--- src/rtl/edf_pkg.sv ---
// Shared types and the wrap-safe deadline compare for the EDF claim responder.
// Stack entries use fixed maximum widths; the top zero-extends into them and truncates on read.
package edf_pkg;

    localparam int unsigned MaxIdW = 8;
    localparam int unsigned MaxTsW = 64;

    typedef struct packed {
        logic [MaxIdW-1:0] id;
        logic [MaxTsW-1:0] dl;
        logic              missed;
    } nest_entry_t;

    typedef enum logic [1:0] {
        StIdle,
        StReq,
        StHold
    } claim_state_e;

    // a is before b when the difference, taken over w bits, is negative.
    function automatic logic ts_before(input logic [MaxTsW-1:0] a,
                                       input logic [MaxTsW-1:0] b,
                                       input int unsigned       w);
        logic [MaxTsW-1:0] diff;
        diff = a - b;
        return |(diff & (MaxTsW'(1) << (w - 1)));
    endfunction

endpackage

--- src/rtl/edf_nest_stack.sv ---
// LIFO of nested handler entries; pop+push in one cycle replaces the top,
// and set_missed_i marks the current top entry.
module edf_nest_stack
    import edf_pkg::*;
#(
    parameter int unsigned  NestDepth = 4,
    localparam int unsigned DepthW    = $clog2(NestDepth + 1)
) (
    input  logic              clk_i,
    input  logic              rst_ni,
    input  logic              push_i,
    input  logic              pop_i,
    input  nest_entry_t       push_data_i,
    input  logic              set_missed_i,
    output nest_entry_t       top_o,
    output logic [DepthW-1:0] depth_o
);

    localparam int unsigned       IdxW = (NestDepth > 1) ? $clog2(NestDepth) : 1;
    localparam logic [DepthW-1:0] Full = DepthW'(NestDepth);

    nest_entry_t       mem_q [NestDepth];
    nest_entry_t       mem_d [NestDepth];
    logic [DepthW-1:0] cnt_q, cnt_d;
    logic [IdxW-1:0]   top_idx;

    assign top_idx = IdxW'(cnt_q - 1'b1);

    always_comb begin
        mem_d = mem_q;
        cnt_d = cnt_q;
        if (set_missed_i && cnt_q != '0) begin
            mem_d[top_idx].missed = 1'b1;
        end
        if (pop_i && cnt_q != '0) begin
            cnt_d = cnt_q - 1'b1;
        end
        // Push lands on the slot just freed by a same-cycle pop, giving replace.
        if (push_i && cnt_d < Full) begin
            mem_d[IdxW'(cnt_d)] = push_data_i;
            cnt_d               = cnt_d + 1'b1;
        end
    end

    always_ff @(posedge clk_i) begin
        if (!rst_ni) begin
            mem_q <= '{default: '0};
            cnt_q <= '0;
        end else begin
            mem_q <= mem_d;
            cnt_q <= cnt_d;
        end
    end

    assign top_o   = (cnt_q != '0) ? mem_q[top_idx] : '0;
    assign depth_o = cnt_q;

endmodule

--- src/rtl/edf_irq_claim.sv ---
// Core-side responder for the EDF controller: requests the core only for strictly
// earlier deadlines, acks claims, tracks nested handlers and flags deadline misses.
module edf_irq_claim
    import edf_pkg::*;
#(
    parameter int unsigned  NrIrqs     = 4,
    parameter int unsigned  TsWidth    = 24,
    parameter int unsigned  TsClip     = 0,
    parameter int unsigned  NestDepth  = 4,
    localparam int unsigned IdWidth    = $clog2(NrIrqs),
    localparam int unsigned OutTsWidth = TsWidth + TsClip,
    localparam int unsigned DepthW     = $clog2(NestDepth + 1)
) (
    input  logic                  clk_i,
    input  logic                  rst_ni,
    input  logic                  irq_valid_i,
    input  logic [IdWidth-1:0]    irq_id_i,
    input  logic [OutTsWidth-1:0] irq_dl_i,
    output logic                  irq_ack_o,
    output logic [IdWidth-1:0]    irq_id_o,
    input  logic [63:0]           mtime_i,
    input  logic                  mie_i,
    output logic                  core_irq_o,
    output logic [IdWidth-1:0]    core_irq_id_o,
    input  logic                  core_take_i,
    input  logic                  core_mret_i,
    output logic [OutTsWidth-1:0] cur_dl_o,
    output logic [DepthW-1:0]     depth_o,
    output logic                  dl_miss_o,
    output logic [15:0]           miss_cnt_o,
    output logic                  err_o
);

    localparam logic [DepthW-1:0] Full = DepthW'(NestDepth);

    claim_state_e          state_q;
    logic [IdWidth-1:0]    lat_id_q;
    logic [OutTsWidth-1:0] lat_dl_q;
    logic                  core_irq_q;
    logic                  dl_miss_q;
    logic [15:0]           miss_cnt_q;
    logic                  err_q;

    nest_entry_t           top_entry;
    nest_entry_t           push_entry;
    logic [DepthW-1:0]     depth;
    logic [OutTsWidth-1:0] cur_dl;
    logic [OutTsWidth-1:0] mtime_ts;
    logic                  preempt;
    logic                  take_ok;
    logic                  pop;
    logic                  miss_hit;
    logic                  unused_sig;

    assign cur_dl   = top_entry.dl[OutTsWidth-1:0];
    assign mtime_ts = mtime_i[OutTsWidth-1+TsClip:TsClip];

    assign preempt = irq_valid_i && mie_i && (depth < Full) &&
                     ((depth == '0) ||
                      ts_before(MaxTsW'(irq_dl_i), MaxTsW'(cur_dl), OutTsWidth));

    assign take_ok  = (state_q == StReq) && core_take_i;
    assign pop      = core_mret_i && (depth != '0);
    assign miss_hit = (depth != '0) && !top_entry.missed &&
                      ts_before(MaxTsW'(cur_dl), MaxTsW'(mtime_ts), OutTsWidth);

    always_comb begin
        push_entry        = '0;
        push_entry.id     = MaxIdW'(lat_id_q);
        push_entry.dl     = MaxTsW'(lat_dl_q);
        push_entry.missed = 1'b0;
    end

    edf_nest_stack #(
        .NestDepth(NestDepth)
    ) u_stack (
        .clk_i       (clk_i),
        .rst_ni      (rst_ni),
        .push_i      (take_ok),
        .pop_i       (pop),
        .push_data_i (push_entry),
        .set_missed_i(miss_hit),
        .top_o       (top_entry),
        .depth_o     (depth)
    );

    always_ff @(posedge clk_i) begin
        if (!rst_ni) begin
            state_q    <= StIdle;
            lat_id_q   <= '0;
            lat_dl_q   <= '0;
            core_irq_q <= 1'b0;
        end else begin
            unique case (state_q)
                StIdle: begin
                    if (preempt) begin
                        state_q    <= StReq;
                        lat_id_q   <= irq_id_i;
                        lat_dl_q   <= irq_dl_i;
                        core_irq_q <= 1'b1;
                    end
                end
                StReq: begin
                    if (core_take_i) begin
                        state_q    <= StHold;
                        core_irq_q <= 1'b0;
                    end else if (preempt) begin
                        lat_id_q <= irq_id_i;
                        lat_dl_q <= irq_dl_i;
                    end else if (!core_mret_i) begin
                        // An mret keeps the request alive so it is re-judged against the new top.
                        state_q    <= StIdle;
                        core_irq_q <= 1'b0;
                    end
                end
                StHold: begin
                    state_q <= StIdle;
                end
                default: begin
                    state_q    <= StIdle;
                    core_irq_q <= 1'b0;
                end
            endcase
        end
    end

    always_ff @(posedge clk_i) begin
        if (!rst_ni) begin
            dl_miss_q  <= 1'b0;
            miss_cnt_q <= '0;
            err_q      <= 1'b0;
        end else begin
            dl_miss_q <= miss_hit;
            if (miss_hit && miss_cnt_q != 16'hFFFF) begin
                miss_cnt_q <= miss_cnt_q + 16'd1;
            end
            err_q <= (core_mret_i && depth == '0) || (core_take_i && state_q != StReq);
        end
    end

    assign irq_ack_o     = take_ok;
    assign irq_id_o      = take_ok ? lat_id_q : '0;
    assign core_irq_o    = core_irq_q;
    assign core_irq_id_o = core_irq_q ? lat_id_q : '0;
    assign cur_dl_o      = cur_dl;
    assign depth_o       = depth;
    assign dl_miss_o     = dl_miss_q;
    assign miss_cnt_o    = miss_cnt_q;
    assign err_o         = err_q;

    assign unused_sig = ^{top_entry, mtime_i};

endmodule

--- config.mk ---
export PLATFORM = sky130hd
export DESIGN_NAME = edf_irq_claim
export DESIGN_NICKNAME = d
export VERILOG_FILES = /design/src/rtl/edf_pkg.sv /design/src/rtl/edf_nest_stack.sv /design/src/rtl/edf_irq_claim.sv
export SDC_FILE = /design/constraint.sdc
export NUM_CORES = 1
export LEC_CHECK = 0
export CORE_MARGIN = 3
export CORE_UTILIZATION = 53
export DETAILED_ROUTE_END_ITERATION = 10
export PLACE_DENSITY_LB_ADDON = 0.05
export SYNTH_ARGS = -nofsm -noshare
export SYNTH_HDL_FRONTEND = slang
export SYNTH_SLANG_ARGS = --single-unit
--- constraint.sdc ---
create_clock -name clk_i -period 6.6 [get_ports clk_i]
set_input_delay 1.32 -clock clk_i [delete_from_list [all_inputs] [get_ports clk_i]]
set_output_delay 1.32 -clock clk_i [all_outputs]
set_load 0.005 [all_outputs]
==> results by stage, run 1 <==
Cells and area:
- At the end of the flow, the number of nets in the layout was 1213.
- The utilization of the core after routing is 0.6624.
- After routing the design area is around 9700 um^2.
- The finished layout holds 1259 standard cells, fillers aside.
- The area growth from synthesis to layout is 22.04%.
- The share of post-route cells with drive strength above 1 is 0.09209.
- The number of diodes added for antenna fixing is 0.

Floorplanning:
- The core area is 14590 um^2.
- The floorplan has 44 rows.
- The horizontal die dimension is 128.2 um.
- The die height is about 130 um.
- The starting density of the core is 0.5428.
- The number of top-level pins is roughly 150.
- The floorplan die area is 16440 um^2.

Power and ir drop:
- The switching power share of the total is 0.2965.
- For this design the ratio of total power to cell area is ~270 nW/um^2.
- Of the total power, the clock network draws 0.374.
- The power share of the sequential group is 0.377.
- VDD sags by at most 178.6 uV.
- For this design the total switching power over the nets is 0.7806 mW.
- The analysis attributes to cell leakage a power of ~4.0 nW.
- The internal power consumption is around 1.9 mW.
- The share of power burned in combinational logic is 0.249.

Clock network:
- After clock tree synthesis, the setup repair step added 0 buffers.
- The number of buffers inserted for hold repair after clock tree synthesis is 0.
- The number of sinks driven by the clock tree is 150.
- The H-tree depth reported by CTS is 4.
- TritonCTS created 17 clock buffers.
- The longest clock path from root to sink contains 2 buffers.
- At the later pin of the worst-skew pair, clock insertion delay measures between 0.4 and 0.5 ns.
- After clock tree synthesis, the repair step resized 0 gates.
- TritonCTS built the clock tree.
- After clock tree synthesis, the clock-pin slew on the worst setup and hold paths is 0.06 ns.
- CTS placed an instance of clkbuf_16 at the clock tree root.

Synth:
- The area share of xor/xnor cells in the synthesized design is 0.005530.
- The dominant combinational cell family by area after synthesis is simple AND/OR/NAND/NOR gates.
- Among all flip-flop cells after synthesis, the most frequent one is dfxtp_1.
- In this run, synthesis produced a sequential element count of 150.
- The cell count after synthesis came out at 986.
- By area the synthesized netlist is led by dfxtp_1 (38%), nand2_1 (12%), ha_1 (8.5%), a21oi_1 (7.7%), mux2i_1 (6.8%).
- The mapped netlist covers slightly below 8000 um^2.
- Of the post-synthesis cell area, the dominant cell type holds 0.3792.
- The multiplexer share of the synthesized area is 0.1071.
- The synthesized-area fraction occupied by and/or/nand/nor cells is 0.2222.
- Of the synthesized area, sequential elements account for 0.3792.
- Counting distinct cell types in the post-synthesis netlist gives 59.
- The share of synthesized registers carrying an async set or reset is 0.
- The fraction of the mapped netlist area in compound gates is 0.1422.
- Counting flops with a built-in enable in the synthesized netlist gives 0.
- For this run, the number of Yosys warnings is 0.
- The post-synthesis adder-cell area fraction is 0.08532.
- Counting instances in the post-synthesis netlist gives the leading cell types as nand2_1 (245), dfxtp_1 (150), a21oi_1 (122), ha_1 (54), mux2i_1 (54).
- A synthesized cell averages between 8 and 9 um^2.
- The cell taking the most area after synthesis is dfxtp_1.
- Counting every net in the synthesized netlist gives 1136.
- The most common cell in the synthesized netlist is nand2_1.

Drt:
- The count of nets left with antenna violations once routing finished came out at 0.
- The total wire length after detailed routing is 19670 um.
- The average routed wire per standard cell is 15.63 um.
- Detailed routing inserted a total of 6919 vias.
- The via-per-instance ratio is 5.496.
- The first-pass iteration count of the detailed router is 5.
- After the first detailed-routing iteration, the DRC count stood at approximately 450.
- For this run, design rule violations remaining after detail routing come to 0.

STA:
- The final worst clock skew is slightly below 0.008 ns.
- Setup repair after global routing left no endpoint under its margin.
- At the pin with the least slew margin, the transition time is 1.175 ns.
- Measured against its own limit, the worst slew margin works out to 0.2145.
- The number of hold violations in the final report was 0.
- The post-route clock period utilization is 0.6788.
- The number of max-slew violations in the final report is 0.
- Setup violations remaining at the end of the flow were counted as 0.
- For the finished layout, the period the worst path requires is ~4.5 ns.
- The post-route setup TNS is 0 ns.
- The maximum operating frequency is 0.2232 GHz.

Placed design:
- The congestion estimate from routability-driven global placement came to between 0.7 and 0.8.
- Once detailed placement completed, the half-perimeter wirelength came to 12450 um.
- The number of input and output port buffers inserted is 106.
- The total placed instance area is 9065 um^2.
- The placed cell count is roughly 1.2k.

Global route:
- The busiest metal layer after global routing is met2.
- The aggregate global routing overflow is 0.
- The largest net degree at the start of global routing is 70.
- For met2 alone, demand over resource in global routing was 0.3613.
- The global-route wire length before repair is 31770 um.
- The number of antenna violations at the first check in global routing was 0.
- The routing usage on met1 is 0.3443.
- The total track usage is 0.2404.
- In the global route stage, met3 resource usage came out at 0.05042.
- The via count of the first global-routing pass is 6224.

Worst setup path:
- Data on the critical path arrives at its endpoint at 4.81 ns.
- The critical path crosses 18 cells after its start point.
- In this run the worst path has a maximum fanout of roughly 50.
- Traced cell by cell, the critical path runs through inv_1 -> ha_2 -> buf_12 -> mux2_2 -> o21ai_0 -> or2_2 -> inv_1 -> ha_1 -> a21o_1 -> a21o_1 -> a21oi_1 -> o41ai_1 -> buf_4 -> a211oi_2 -> xnor2_2 -> buf_4 -> or4_1 -> a21oi_1.
- The startpoint-to-endpoint class of the critical path is flip-flop to flip-flop.
- The buffering stage count on the worst path with inverters included is 5.
- On the critical path, the stage with the largest delay is an instance of or4_1.
- Measured in cells, the most critical reg-to-reg path has a length of 18.
- The kind of end point of the critical path is a flip-flop.
- The worst setup path is launched from a flip-flop.
- The critical path's largest stage delay is 0.53 ns.
- The cell type group with the largest total delay on the critical path is compound AO/OA/AOI/OAI gates.
- The worst path required time is 6.93 ns.

Status:
- The flow ran to the end, and the final reports show no timing, DRC or antenna violations.

Worst hold path:
- The number of cells traversed by the worst hold path is 2.
- The class of the most critical hold timing path is flip-flop to flip-flop.

Flow run:
- The max-cap check violation count is 0.
layer usage:
layer	vias up	routed length, um
met2	201	8700
met4	0	277
met3	18	1207
met1	3210	9487
li1	3490	-
met5	-	0
placed cells by master, fill, tap and decap left out, drive strengths merged, types with 5 or more instances in the layout:
cell type,n
a21o,8
a21oi,122
and2,8
and3,15
buf,13
clkbuf,22
clkdlybuf4s50,106
clkinv,5
dfxtp,150
ha,54
inv,51
mux2,23
mux2i,54
nand2,246
nand2b,9
nand4,13
nor2,43
nor3,6
nor4,5
o21ai,29
o31ai,5
o41ai,6
or2,23
or4,6
layout make-up:
class	instances	area, um^2
inverters	52	196.4
well taps	184	230.2
clock buffers	22	474.2
multi-input cells	723	4463
fillers	1297	4925
flip-flops and latches	150	3004
clock inverters	9	125.1
repair buffers	119	1171
through the flow:
step | hold WS (ns) | setup WS, ns | total power [mW]
finish | 0.4529 | 2.120 | 2.632
global route | 0.4685 | 1.849 | 2.754
CTS | 0.4532 | 2.112 | 2.648
detailed placement | 0.4456 | 2.174 | 1.661
global placement | 0.4397 | 2.257 | 1.657
floorplan | 0.4329 | 1.749 | 1.441
power by group through the flow:
stage	Combinational, mW	Clock (mW)	Sequential [mW]
after floorplan	0.441	0	1.00
after global routing	0.721	1.03	0.999
final	0.656	0.985	0.992
after detailed placement	0.650	0	1.01
after CTS	0.657	1.00	0.991
after global placement	0.647	0	1.01
kinds of logic (layout without fill, tap and decap cells):
group           count (synthesis)  in the layout
compound gates                194            194
flops                         150            150
mux                            79             79
buf+inv                       113            202
fa+ha+maj                      54             54
xor+xnor                        5              5
simple gates                  391            391
state kept, by name (all words and copies together), names as in the netlist:
signal / cells
dl_miss_o: 1
lat_dl_q: 24
u_stack.depth_o: 3
lat_id_q: 2
err_o: 1
u_stack.mem_q: 100
state_q: 2
miss_cnt_o: 16
core_irq_o: 1
path summary, 6_finish.rpt:
check	startpoint	end	slack, ns
setup / recovery	u_stack.depth_o[1]	miss_cnt_o[6]	2.12
hold / removal	u_stack.mem_q[12]	u_stack.mem_q[12]	0.45
setup reg to reg	u_stack.depth_o[1]	miss_cnt_o[6]	2.12
hold reg to reg	u_stack.mem_q[12]	u_stack.mem_q[12]	0.45
worst reg2reg max path, delay by kind of cell, from the launching register on:
| family | cells | cell delay, ns |
|---|---|---|
| multiplexers | 1 | 0.40 |
| buffers and inverters | 5 | 0.85 |
| adder cells (fa/ha/maj) | 2 | 0.64 |
| AO/OA/AOI/OAI | 7 | 1.27 |
| AND/OR/NAND/NOR | 2 | 0.68 |
| flip-flops | 1 | 0.40 |
| XOR/XNOR | 1 | 0.12 |
Power figures use the tool's default switching activity.
==> run 2, diff against run 1 <==
--- a/config.mk
+++ b/config.mk
@@ -6,7 +6,7 @@
 export NUM_CORES = 1
 export LEC_CHECK = 0
 export CORE_MARGIN = 3
-export CORE_UTILIZATION = 53
+export CORE_UTILIZATION = 48
 export DETAILED_ROUTE_END_ITERATION = 10
 export PLACE_DENSITY_LB_ADDON = 0.05
 export SYNTH_ARGS = -nofsm -noshare
==> constraint.sdc (replaced) <==
create_clock -name clk_i -period 3.8 [get_ports clk_i]
set_input_delay 0.76 -clock clk_i [delete_from_list [all_inputs] [get_ports clk_i]]
set_output_delay 0.76 -clock clk_i [all_outputs]
set_load 0.005 [all_outputs]
==> results by stage, run 2 (synthesized netlist as in run 1, its figures left out) <==
Cells and area:
- The flip-flop count of the largest register, all copies and words added is 100.
- In the layout the commonest cells are nand2_1 (245), dfxtp_1 (148), a21oi_1 (115), clkdlybuf4s50_1 (106), buf_4 (57).
- Leaving out fill and tap cells, the most frequent cell in the layout is nand2_1.
- The number of antenna diodes in the final layout is 0.
- For this run, the post-layout net count is roughly 1.3k.
- Compared with the post-synthesis result, the final layout area differs by 34.81%.
- In the final layout, the share of cells above drive strength 1 is 0.1880.
- Counting flops per register, the top entry is u_stack.mem_q.
- The utilization of the core after routing is 0.6672.

Worst setup path:
- The startpoint-to-endpoint class of the critical path is flip-flop to flip-flop.
- For the worst setup path, the data arrival time is between 4 and 5 ns.
- The worst-path maximum fanout is 12.
- The worst path required time is 4.09 ns.
- The element type at the critical path start is a flip-flop.
- The critical path goes through inv_6 -> ha_4 -> buf_4 -> buf_6 -> mux2_2 -> o21ai_1 -> or2_4 -> inv_2 -> ha_4 -> o21a_1 -> o21a_1 -> o21ai_2 -> a21oi_2 -> a211oi_4 -> xnor2_2 -> buf_12 -> buf_4 -> o311ai_2 -> o41ai_2.
- The critical path's largest stage delay is 0.36 ns.
- Among all stages on the critical path, the largest delay is contributed by dfxtp_2.
- STA classifies the critical path endpoint as a flip-flop.

Clock network:
- TritonCTS built the clock tree.
- The number of sinks driven by the clock tree is 150.
- The TritonCTS buffer count is 17.
- The clock latency of the later-clocked register in the worst-skew pair is 0.43 ns.
- After clock tree synthesis, the clock-pin slew on the worst setup and hold paths is 0.06 ns.
- The number of buffers inserted for hold repair after clock tree synthesis is 0.
- In this run the clock root is driven by a clkbuf_16.
- The H-tree depth reported by CTS is 4.
- The deepest clock path buffer count is 2.

Power and ir drop:
- The power per unit of standard cell area is 462.6 nW/um^2.
- The peak supply drop is between 300 and 400 uV.
- Internal power comes to about 3.4 mW.
- Of the total power, combinational logic draws 0.310.
- Of the total power, registers draw 0.350.
- The share of total power dissipated in the clock network is 0.340.
- In this run the static leakage power is ~4.4 nW.
- The total power of the final layout is roughly 4.9 mW.
- The switching power share of the total is 0.3110.
- The net load switching power is about 1.5 mW.

Worst hold path:
- The class of the most critical hold timing path is flip-flop to flip-flop.

Floorplanning:
- Measured along the y axis, the die boundary spans approximately 130 um.
- From left edge to right edge, the die measures 134.4 um.
- The core area is 16000 um^2.
- The floorplan step defined a die boundary enclosing 18070 um^2.
- For this configuration, the core starts out at a cell density of 0.4949.
- After floorplanning, the core was divided into between 40 and 50 placement rows.
- 147 I/O pins were placed.

STA:
- The maximum operating frequency is 0.2633 GHz.
- The worst slew slack as a fraction of its limit is 0.2159.
- Setup violations remaining at the end of the flow were counted as 0.
- The actual transition at the worst max-transition pin is around 1.2 ns.
- The number of hold violations in the final report is 0.
- Setup repair after global routing could not meet its margin everywhere.
- Of the available clock period, the critical path in the final layout requires 0.9996.
- The number of max-slew violations in the final report is 0.
- The routed design could run at a clock period as short as 3.799 ns.
- The final setup slack of the worst path is 0.001378 ns.
- On the final layout, the worst clock skew is approximately 0.011 ns.

Drt:
- After detailed routing, the number of vias per cell comes to 5.309.
- Dividing the detail-routed wire length by the instance count gives 15.63 um.
- The number of vias in the routed layout is 7188.
- The number of routed nets with antenna violations is 0.
- The routed design has 21170 um of wire.
- The detailed router finished its first iteration with 361 violations.
- The first-pass iteration count of the detailed router is 7.
- The post-detailed-route DRC marker count is 0.

Global route:
- The via count of the first global-routing pass came to 6801.
- The aggregate global routing overflow is 0.
- The global-route wire length before repair is 34030 um.
- The largest net degree at the start of global routing is 82.
- The number of antenna violations at the first check in global routing came to 0.
- Across every metal layer, demand over resource in global routing totals 0.2326.

Placed design:
- The setup slack after placement is -0.1356 ns.
- Detailed placement ended at an HPWL of 13980 um.
- At the end of routability-driven placement, the weighted congestion stood at 0.8250.
- Buffers placed on the I/O ports in this run total 106.

Flow run:
- The max-cap check violation count is 0.

Status:
- The run finished with clean final reports.
==> run 2: worst max-delay path: cells and delay by family, from the launching register on <==
family,cells,cell delay [ns]
and+or+nand+nor,1,0.15
muxes,1,0.34
adders and majority gates,2,0.57
buffers and inverters,6,0.67
xor gates and xnor gates,1,0.15
AOI/OAI and AO/OA,8,1.38
DFF,1,0.36
==> run 2: timing repair <==
action | in CTS | in global routing
pin swaps | 3 | 16
setup buffers | 4 | 7
setup endpoints to repair | 38 | 48
cloned | 0 | 3
resized for setup | 13 | 50
==> run 2: path summary, 6_finish.rpt <==
path	startpoint	endpoint	slack (ns)	cells after the start
setup / recovery	u_stack.depth_o[0]	miss_cnt_o[11]	0.001	19
hold / removal	u_stack.mem_q[22]	u_stack.mem_q[22]	0.45	2
setup reg to reg	u_stack.depth_o[0]	miss_cnt_o[11]	0.001	19
hold reg to reg	u_stack.mem_q[22]	u_stack.mem_q[22]	0.45	2
==> run 2: power by group through the flow <==
stage / registers [mW] / clock network (mW) / logic, mW
finish: 1.73 / 1.68 / 1.53
global route: 1.74 / 1.77 / 1.67
CTS: 1.73 / 1.70 / 1.41
detailed placement: 1.76 / 0 / 1.36
global placement: 1.76 / 0 / 1.35
floorplan: 1.74 / 0 / 0.883
==> run 2: cell type report <==
type                       instances  area, um^2
multi-input combinational        723        4793
clock buffer                      18       439.2
timing repair buffer             181        1807
fill                            1429        5325
sequential                       150        3005
tap                              216       270.3
inverter                          52       205.2
clock inverter                    14       155.1
==> run 2: stage by stage <==
| stage | setup TNS (ns) | instance area (um^2) | instances | hold slack (ns) |
|---|---|---|---|---|
| finish | 0 | 10680 | 1354 | 0.4515 |
| global route | -4.364 | 10680 | 1354 | 0.4728 |
| CTS | 0 | 10360 | 1344 | 0.4536 |
| detailed placement | -0.9649 | 9698 | 1308 | 0.4450 |
| global placement | -0.6003 | 9698 | 1308 | 0.4395 |
| floorplan | 0 | 8158 | 986 | 0.4329 |
==> run 2: layer usage <==
| layer | vias to the layer above | GRT usage | routed length (um) |
|---|---|---|---|
| met2 | 140 | 0.4028 | 10670 |
| li1 | 3627 | - | - |
| met4 | 0 | 0.06957 | 221 |
| met3 | 19 | 0.04464 | 834 |
| met5 | - | 0 | 0 |
| met1 | 3402 | 0.2944 | 9441 |
==> variant, RTL diff (settings of run 2) <==
Register the inputs `irq_valid_i`, `irq_id_i` and `irq_dl_i` before use, cleared by the reset. The logic sees them one clock later. The other inputs are not delayed to match.
--- a/src/rtl/edf_irq_claim.sv
+++ b/src/rtl/edf_irq_claim.sv
@@ -33,6 +33,22 @@
 
     localparam logic [DepthW-1:0] Full = DepthW'(NestDepth);
 
+    logic irq_valid_q;
+    logic [IdWidth-1:0] irq_id_q;
+    logic [OutTsWidth-1:0] irq_dl_q;
+
+    always_ff @(posedge clk_i) begin
+        if (!rst_ni) begin
+            irq_valid_q <= '0;
+            irq_id_q    <= '0;
+            irq_dl_q    <= '0;
+        end else begin
+            irq_valid_q <= irq_valid_i;
+            irq_id_q    <= irq_id_i;
+            irq_dl_q    <= irq_dl_i;
+        end
+    end
+
     claim_state_e          state_q;
     logic [IdWidth-1:0]    lat_id_q;
     logic [OutTsWidth-1:0] lat_dl_q;
@@ -55,9 +71,9 @@
     assign cur_dl   = top_entry.dl[OutTsWidth-1:0];
     assign mtime_ts = mtime_i[OutTsWidth-1+TsClip:TsClip];
 
-    assign preempt = irq_valid_i && mie_i && (depth < Full) &&
+    assign preempt = irq_valid_q && mie_i && (depth < Full) &&
                      ((depth == '0) ||
-                      ts_before(MaxTsW'(irq_dl_i), MaxTsW'(cur_dl), OutTsWidth));
+                      ts_before(MaxTsW'(irq_dl_q), MaxTsW'(cur_dl), OutTsWidth));
 
     assign take_ok  = (state_q == StReq) && core_take_i;
     assign pop      = core_mret_i && (depth != '0);
@@ -95,8 +111,8 @@
                 StIdle: begin
                     if (preempt) begin
                         state_q    <= StReq;
-                        lat_id_q   <= irq_id_i;
-                        lat_dl_q   <= irq_dl_i;
+                        lat_id_q   <= irq_id_q;
+                        lat_dl_q   <= irq_dl_q;
                         core_irq_q <= 1'b1;
                     end
                 end
@@ -105,8 +121,8 @@
                         state_q    <= StHold;
                         core_irq_q <= 1'b0;
                     end else if (preempt) begin
-                        lat_id_q <= irq_id_i;
-                        lat_dl_q <= irq_dl_i;
+                        lat_id_q <= irq_id_q;
+                        lat_dl_q <= irq_dl_q;
                     end else if (!core_mret_i) begin
                         // An mret keeps the request alive so it is re-judged against the new top.
                         state_q    <= StIdle;
Function: changed (a bounded check fails within 4 cycles, from zero or initial values and one cycle with rst_ni low).
==> variant against run 2 <==
- sequential power grew 14%
- worst setup slack gained 0.094 ns
- largest cell class unchanged
- wire length grew 3.9%
- clock power grew 7%
- combinational power grew 26%
- clock skew grew 0.00088 ns
- cell count grew 2.1%
- design area grew 10%
- maximum frequency grew 2.5%
- total power grew 15%
- area after synthesis grew 13%
- sequential cell count grew 27
==> variant: results (changes against run 2) <==
status finished, final reports clean (unchanged); met2 usage 35.6% (was 40.3%); share of cells above drive strength 1 17.8% (was 18.8%); sequential power 0.00197 W (was 0.00173 W); slowest stage cell, crit path dfxtp_4 (was dfxtp_2); Critical R2R Capture lat_dl_q[12] (was miss_cnt_o[11]); final hold slack 0.447 ns (was 0.451 ns); met1 Use GR 30.0% (was 29.4%); sink of the worst hold path lat_id_q[1] (was u_stack.mem_q[22]); vias in the first global route 6,905 (was 6,801); Clock-cell share 5.11% (was 5.57%); wl on met1 10,400 um (was 9440 um); Post-Route Skew 0.0122 ns (was 0.0113 ns); Iter 0 DRT Violations 372 (was 361); Area Growth Syn to Fin 31.0% (was 34.8%); Fillers 1,564 (was 1,429); gpl congestion 0.810 (was 0.825); Reg2Reg Depth 18 (was 19); multi-input gates 713 (was 723); wire per inst 15.9 um (was 15.6 um); GRT Resource Usage Total 21.6% (was 23.3%); FF-to-FF setup slack 0.1 ns (was 0.001 ns); clk_buf instances 18 (unchanged); DRT Pass-1 Iters 5 (was 7); placed instance area 10,700 sq um (was 9700 sq um); final core area utilization 64.7% (was 66.7%); first-pass GRT wire length 35,200 um (was 34,000 um); via count 7,270 (was 7,188); buffer share of cell area 15.2% (was 16.9%); met2 routed WL 10,400 um (was 10,700 um); IR drop worst, VDD 0.000315 V (was 0.000353 V); post-cts sizing count 9 (was 13); CP Max Fanout 7 (was 12); Non-clock inverters 55 (was 52); Largest regs u_stack.mem_q x100, irq_dl_q x24, lat_dl_q x24; register area share after synthesis 39.5% (was 37.9%); metal3 WL 1000 um (was 834 um); FF+latch area 3550 sq um (was 3010 sq um); syn_nets 1,150 (was 1,136); Setup Fix Bufs, Post-CTS 1 (was 4); Lkg Pwr 4.58 nW (was 4.39 nW); Nets 1,291 (was 1,275); largest net degree at the start of global routing 65 (was 82); Synth Area in Compound Gates 7.44% (was 14.2%); Seq Cell Count 177 (was 150); Post-Synth Adder-Cell Area 7.54% (was 8.53%); sw frac 31.5% (was 31.1%); multiplexer share of the synthesized area 20.7% (was 10.7%); combinational fraction of design power 33.8% (was 31.0%); area of the multi-input gates 5320 sq um (was 4790 sq um); Slew HR 57.0% (was 21.6%); Non-clk bufs 177 (was 181); global-route met3 utilization 3.88% (was 4.46%); Worst Min Path Start irq_id_q[1] (was u_stack.mem_q[22]); Distinct cells, synth 60 (was 59); top cells by area, synth dfxtp_1 40%, mux2i_1 17%, ha_1 7.5%, nor2_1 4.9%, nand2_1 4.9% (was dfxtp_1 38%, nand2_1 12%, ha_1 8.5%, a21oi_1 7.7%, mux2i_1 6.8%); DPL Wire Length 14,500 um (was 14,000 um); sequential share of cell area 30.2% (was 28.2%); Synth Area in XOR/XNOR 0.489% (was 0.553%)
variant: cell count changes after synthesis, sizes merged, moves of 6 or more:
cell	run 2	this run
nand2	246	117
mux2i	54	152
a21oi	122	31
nor2	43	119
and2	8	35
dfxtp	150	177
nand3	4	18
and3	15	6
o21ai	29	37
a21o	8	2
variant: worst max-delay path, delay by kind of cell, from the launching register on:
| family | cells | cell delay (ns) |
|---|---|---|
| AOI/OAI and AO/OA | 4 | 0.62 |
| adders and majority gates | 2 | 0.53 |
| buffers and inverters | 6 | 0.80 |
| DFF | 1 | 0.36 |
| muxes | 2 | 0.42 |
| and+or+nand+nor | 4 | 0.88 |
variant: metrics by stage:
| stage | cells | total power [W] | setup WS (ns) |
|---|---|---|---|
| CTS | 1371 | 0.00550 | -0.0154 |
| detailed placement | 1338 | 0.00361 | -0.0677 |
| finish | 1382 | 0.00570 | 0.0954 |
| global route | 1382 | 0.00597 | -0.106 |
| floorplan | 1000 | 0.00294 | 0.00489 |
| global placement | 1338 | 0.00360 | -0.0104 |
